## config.mk

```make
export PLATFORM = sky130hd
export DESIGN_NAME = bht_controller
export DESIGN_NICKNAME = d
export VERILOG_FILES = /design/src/rtl/bht_pkg.sv /design/src/rtl/bht_controller.sv
export SDC_FILE = /design/constraint.sdc
export NUM_CORES = 1
export LEC_CHECK = 0
export ABC_AREA = 1
export BUFFER_PORTS_ARGS = -buffer_cell sky130_fd_sc_hd__buf_2
export CAP_MARGIN = 20
export CORE_ASPECT_RATIO = 1.2
export CORE_MARGIN = 2
export CORE_UTILIZATION = 59
export CTS_BUF_LIST = sky130_fd_sc_hd__clkbuf_2 sky130_fd_sc_hd__clkbuf_4 sky130_fd_sc_hd__clkbuf_8
export CTS_CLUSTER_DIAMETER = 150
export DETAILED_ROUTE_END_ITERATION = 7
export PLACE_DENSITY_LB_ADDON = 0.12
export SLEW_MARGIN = 20
export SYNTH_ARGS = -nofsm -noshare
export SYNTH_HDL_FRONTEND = slang
export SYNTH_SLANG_ARGS = --single-unit
```

## constraint.sdc

```tcl
create_clock -name clk -period 3.1 [get_ports clk]
set_input_delay 0.31 -clock clk [delete_from_list [all_inputs] [get_ports clk]]
set_output_delay 0.31 -clock clk [all_outputs]
set_load 0.01 [all_outputs]
```

## src/rtl/bht_pkg.sv

```systemverilog
// Shared types and the saturating-counter helper for the branch history table.
package bht_pkg;

   typedef logic [1:0] cnt_t;

   localparam cnt_t SNT = 2'd0;
   localparam cnt_t WNT = 2'd1;
   localparam cnt_t WT  = 2'd2;
   localparam cnt_t ST  = 2'd3;

   typedef enum logic {INIT = 1'b0, RUN = 1'b1} state_t;

   function automatic cnt_t sat_next(input cnt_t c, input logic taken);
      cnt_t n;
      if (taken) begin
         n = (c == ST) ? ST : c + 2'd1;
      end else begin
         n = (c == SNT) ? SNT : c - 2'd1;
      end
      return n;
   endfunction

endpackage

```

## src/rtl/bht_controller.sv

```systemverilog
// Branch history table of 2-bit saturating counters with one lookup port,
// one training port and an init sequencer run after reset and on flush.
module bht_controller
   import bht_pkg::*;
#(
   parameter int   ENTRIES  = 16,
   parameter int   IDX_W    = $clog2(ENTRIES),
   parameter cnt_t INIT_CNT = WNT
) (
   input  logic             clk,
   input  logic             rst,
   input  logic             flush,
   output logic             busy,
   input  logic             pred_valid,
   output logic             pred_ready,
   input  logic [IDX_W-1:0] pred_idx,
   output logic             resp_valid,
   output logic             resp_taken,
   output logic [1:0]       resp_count,
   input  logic             upd_valid,
   output logic             upd_ready,
   input  logic [IDX_W-1:0] upd_idx,
   input  logic             upd_taken
);

   localparam logic [IDX_W-1:0] LAST_IDX = IDX_W'(ENTRIES - 1);

   state_t           state_q, state_d;
   logic [IDX_W-1:0] init_idx_q, init_idx_d;
   cnt_t             bht_q [ENTRIES];
   cnt_t             bht_d [ENTRIES];
   logic             resp_valid_q, resp_valid_d;
   cnt_t             resp_count_q, resp_count_d;

   logic pred_acc_s;
   logic upd_en_s;
   cnt_t upd_next_s;

   assign busy       = (state_q == INIT);
   assign pred_ready = (state_q == RUN);
   assign upd_ready  = (state_q == RUN);
   assign resp_valid = resp_valid_q;
   assign resp_count = resp_count_q;
   assign resp_taken = resp_count_q[1];

   // A flush cycle drops the update: the table is about to be rewritten anyway.
   assign pred_acc_s = pred_valid && pred_ready;
   assign upd_en_s   = upd_valid && upd_ready && !flush;
   assign upd_next_s = sat_next(bht_q[upd_idx], upd_taken);

   always_comb begin
      state_d    = state_q;
      init_idx_d = init_idx_q;
      bht_d      = bht_q;
      case (state_q)
         INIT: begin
            bht_d[init_idx_q] = INIT_CNT;
            if (flush) begin
               init_idx_d = '0;
            end else if (init_idx_q == LAST_IDX) begin
               state_d    = RUN;
               init_idx_d = '0;
            end else begin
               init_idx_d = init_idx_q + IDX_W'(1);
            end
         end
         RUN: begin
            if (flush) begin
               state_d    = INIT;
               init_idx_d = '0;
            end else if (upd_en_s) begin
               bht_d[upd_idx] = upd_next_s;
            end else begin
               bht_d = bht_q;
            end
         end
         default: begin
            state_d    = INIT;
            init_idx_d = '0;
         end
      endcase
   end

   // Write-first bypass: a same-index update is visible to the lookup.
   always_comb begin
      resp_valid_d = 1'b0;
      resp_count_d = 2'b00;
      if (pred_acc_s) begin
         resp_valid_d = 1'b1;
         if (upd_en_s && (upd_idx == pred_idx)) begin
            resp_count_d = upd_next_s;
         end else begin
            resp_count_d = bht_q[pred_idx];
         end
      end else begin
         resp_count_d = 2'b00;
      end
   end

   always_ff @(posedge clk or posedge rst) begin
      if (rst) begin
         state_q      <= INIT;
         init_idx_q   <= '0;
         resp_valid_q <= 1'b0;
         resp_count_q <= 2'b00;
      end else begin
         state_q      <= state_d;
         init_idx_q   <= init_idx_d;
         resp_valid_q <= resp_valid_d;
         resp_count_q <= resp_count_d;
      end
   end

   // Table contents are defined only by the init sequence, so no reset here.
   always_ff @(posedge clk) begin
      bht_q <= bht_d;
   end

endmodule

```

# Yosys cells after proc, flatten, opt, wreduce, memory -nomap -nowiden
# Index checks and enable logic that the tools add are counted.
# W data, S select, Z words.
[totals] ff_bits=40 inputBits=14 output_inout_bits=7 word_cells=78
[classes] n_addsub=3 order_cmp=5 eq_ne=6 muxes=28 bitwise_logic=7 reduce_logical=9
[ops] operator="$mux W32" n=2
[ops] operator="$pmux W32 S2" n=1
[ops] operator="$bwmux W32" n=1
[ops] operator="$mux W2" n=11
[ops] operator="$and A16 B16 Y16" n=1
[ops] operator="$bmux W2 S4" n=2
[ops] operator="$demux W2 S4" n=2
[ops] operator="$not A16 Y16" n=1
[ops] operator="$or A16 B16 Y16" n=1
[ops] operator="$ge A5 B5 Y1 const B" n=3
[ops] operator="$not A4 Y5" n=3
[ops] operator="$mux W4" n=3
[ops] operator="$lt A5 B1 Y1 const B" n=2
[ops] operator="$pmux W4 S2" n=1
[ops] operator="$logic_and A1 B1 Y1" n=6
[ops] operator="$add A4 B1 Y4 const B" n=1
[ops] operator="$eq A4 B4 Y1" n=1
[ops] operator="$eq A4 B4 Y1 const B" n=1
[ops] operator="$mux W1" n=4
[ops] operator="$ne A2 B2 Y1 const B" n=2
[ops] operator="$add A2 B1 Y2 const B" n=1
[ops] operator="$eq A2 B2 Y1 const B" n=1
[ops] operator="$logic_not A2 Y1" n=1
[ops] operator="$ne A2 B1 Y1 const B" n=1
[ops] operator="other kinds (5)" n=5

# Logic depth before layout (Yosys ltp)
[logic_depth] ltp_word=11 depth_mapped=14 ltp_nobuf=13

# Worst setup path after synthesis
# No wires, ideal clock.
[synth_path] path_kind="input to register" start="input port upd_idx[0]" end="register bht_q[19] in the netlist's numbering, data pin" setup_time_ns=0.256 arrival_time_ns=1.419 required_ns=2.844 slack_ns=1.425 path_stages=13 n_path_buf=3 cell_sequence="buf_6 > buf_6 > nand2_1 > o21ai_1 > nand2_1 > nand2_1 > nand2_1 > nand2_4 > nor2_4 > nand2_4 > buf_6 > nand3_2 > o21ai_2"
[synth_lines] element="from (decl)" line_no="bht_controller.sv:22" text="input logic [IDX_W-1:0] upd_idx,"
[synth_lines] element="to (signal assigned)" line_no="bht_controller.sv:116" text="bht_q <= bht_d;"
[synth_lines] element="to (decl)" line_no="bht_controller.sv:30" text="cnt_t bht_q [ENTRIES];"

# Final worst setup path
[layout_path] start="register state_q, in the netlist pred_ready" end="output port busy"
[layout_between] elab_chain_len=1
[layout_lines] element="from (decl)" line_no="bht_controller.sv:28" text="state_t state_q, state_d;"
[layout_lines] element="from (signal assigned)" line_no="bht_controller.sv:107" text="state_q <= state_d;"
[layout_lines] element="$not A1 Y1"
[layout_lines] element="to (decl)" line_no="bht_controller.sv:13" text="output logic busy,"
# Every way passes these cells.

==> results.yml <==
routing:
  routed_via_density: 5.91
  vias: 3108
  dr.pass1.iters: 5
  routed_wl_mm: 9.07
  drc: 0
  wire_per_inst_um: 17.2
  drtAntennaViolNets: 0
  drtIter0Drc: 253
timing:
  period_share: 0.743
  fin_skew_ns: 0.00986
  finalMaxSlewViolations: 0
  hold_viol: 0
  maxSlewHeadroom: 0.444
  fmax_mhz: 434
  rsz0062_at_grt: "false"
  tightest_slew_ns: 0.833
  setup_viol: 0
  post-route-min-period_ns: 2.30
  tns_ns: 0
clock_network:
  htreeDepth: 2
  cts_resized: 0
  holdBufCountCts: 1
  clock_sinks: 40
  root_buffer: "clkbuf_8"
  worstSkewPairLatency_ns: 0.31
  cts.path.max_buffers: 2
  numCtsBuffers: 5
  cts_setup_buffers: 0
  clk_pin_slew_ns: 0.07
  cts_tree: "yes"
worst_setup_path:
  required_ns: 2.79
  r2r_start: "pred_ready"
  crit_start: "pred_ready"
  cpMaxStageDelayCell: "inv_2"
  cp-start-kind: "flip-flop"
  end_kind: "output pin"
  worstPathCellList: "inv_2 > buf_2"
  critPathKind: "flip-flop to output pin"
  cpPeakStageDelay_ns: 0.76
  cp_max_fo: 54
  cp.arrival_ns: 1.99
run:
  maxCapViolations: 0
power_and_ir_drop:
  power.density_nw_per_um2: 425
  irDropWorstVdd_mv: 0.235
  p_leak_uw: 0.00144
cells_and_area:
  drive_above_1_share: 0.181
  n_antenna_cell: 0
  design_area_um2: 3450
  finish.utilization: 0.642
  fin_nets: 481
  areaGrowthSynthToFinish_pct: 3.77
yosys:
  synth_common_cells: "125 x nand2_1, 54 x nor2_1, 49 x inv_1"
  syn_area_um2: 3320
  synth_edf_count: 32
  yosysTopAreaCell: "edfxtp_1"
  synth_ff_type: "edfxtp_1"
  synth_top_area_frac: 0.289
  synthCells: 456
  synth.area.top_cells: "edfxtp_1 29%, nand2_1 14%, nand3_2 6.3%"
  async_flop_share: 0.200
  synth_cell_types: 34
  post_synth.cell_area_avg_um2: 7.28
  seq_area_frac_synth: 0.350
  synth.most_common_cell: "nand2_1"
  postSynthRegisterBits: 40
  synth_fp_nets: 474
  ys_warn_count: 0
die:
  start_util: 0.619
  core_area_um2: 5370
  die_area_um2: 6250
  core.rowCount: 29
  chipHeight_um: 86.2
  chipWidth_um: 72.5
  io_pins: 21
placement:
  place_area_um2: 3350
  numPortBuffers: 20
  dpl.hpwl_mm: 6.66
  gp_congestion: 1.02
worst_hold_path:
  hp-start: "flush"
  hold_path.class: "input port to flip-flop"
global_route:
  antenna_found_initial: 0
  grt_pass1_wl_mm: 15.0
  grt_use_total: 0.312
  grt_max_degree: 55
  grt_pass1_vias: 2954
  grt_overflow: 0
outcome:
  outcome: "finished, final reports clean"
state kept, by name (all words and copies together) (netlist names):
name,count
init_idx_q,4
pred_ready,1
bht_q,32
resp_valid,1
resp_count,2
critical path, delay by kind of cell (launching register included):
family | cells | cell delay [ns]
buf+inv | 2 | 1.03
flops | 1 | 0.66
logic make-up (layout without fill, tap and decap cells):
kind of cell	after synthesis	in the layout	share of synthesized area
adder cells (fa/ha/maj)	4	4	0.0151
AND/OR/NAND/NOR	265	265	0.395
AO/OA/AOI/OAI	68	68	0.121
flip-flops	40	40	0.350
XOR/XNOR	3	3	0.00791
buffers and inverters	76	84	0.111
final timing paths:
check	to	slack [ns]	cells after the start
max in group asynchronous	init_idx_q[3]	2.30	3
max	busy	0.80	2
max reg2reg	bht_q[31]	1.01	4
min	pred_ready	0.22	2
min in group asynchronous	resp_count[1]	0.52	3
min reg2reg	init_idx_q[0]	0.57	1
metal layers:
layer,GRT usage,vias up,wire [um]
met1,0.429,1452,3830
met4,0.103,0,223
li1,-,1495,-
met2,0.510,143,4350
met3,0.0419,18,667
met5,0,-,0
power breakdown:
part | leakage [uW] | switching [uW] | internal [uW]
registers | 0.000456 | 73.1 | 664
logic | 0.000933 | 247 | 117
clock network | 0.0000491 | 189 | 176
through the flow:
step                      setup slack [ns]  power [uW]  hold slack [ns]  cells
after floorplan                       1.42        1020            0.126    456
after global placement               0.973        1100            0.288    517
after detailed placement             0.973        1100            0.294    517
after CTS                            0.862        1460            0.226    526
after global routing                 0.718        1530            0.237    526
final                                0.797        1470            0.225    526
cells in the final DEF, fill, tap and decap left out:
cell           Yosys  routed
o21ai_0           42      42
inv_8              1       1
ha_1               4       4
inv_2              3       3
dfrtp_1            8       8
inv_1             49      49
o22ai_1            1       1
xor2_1             3       3
nand2_4            7       7
nand3_2           21      21
buf_2              3      20
nand3_1           39      39
nand2_8            1       1
nand4_2            1       1
o211ai_1           2       2
clkinv_1           1       1
nor2_4             2       2
nor2_2             1       1
o21ai_1            4       4
dlygate4sd3_1      0       1
nor2_8             1       1
nor3_1             4       4
a21oi_1            8       8
clkinv_2           0       1
nand2_2            6       6
edfxtp_1          32      32
clkbuf_8           0       5
inv_4              1       1
o21ai_4            2       2
o21ai_2            9       9
nand2_1          125     125
nand4_1            3       3
clkbuf_4           0       2
nor2_1            54      54
cell type report:
| class | instances | area [um2] |
|---|---|---|
| sequential | 40 | 1160 |
| tap | 62 | 77.6 |
| multi-input combinational | 340 | 1790 |
| fill | 512 | 1920 |
| clock inverter | 1 | 5.00 |
| inverter | 55 | 216 |
| clock buffer | 7 | 83.8 |
| timing repair buffer | 21 | 110 |
(Power assumes the default switching activity.)
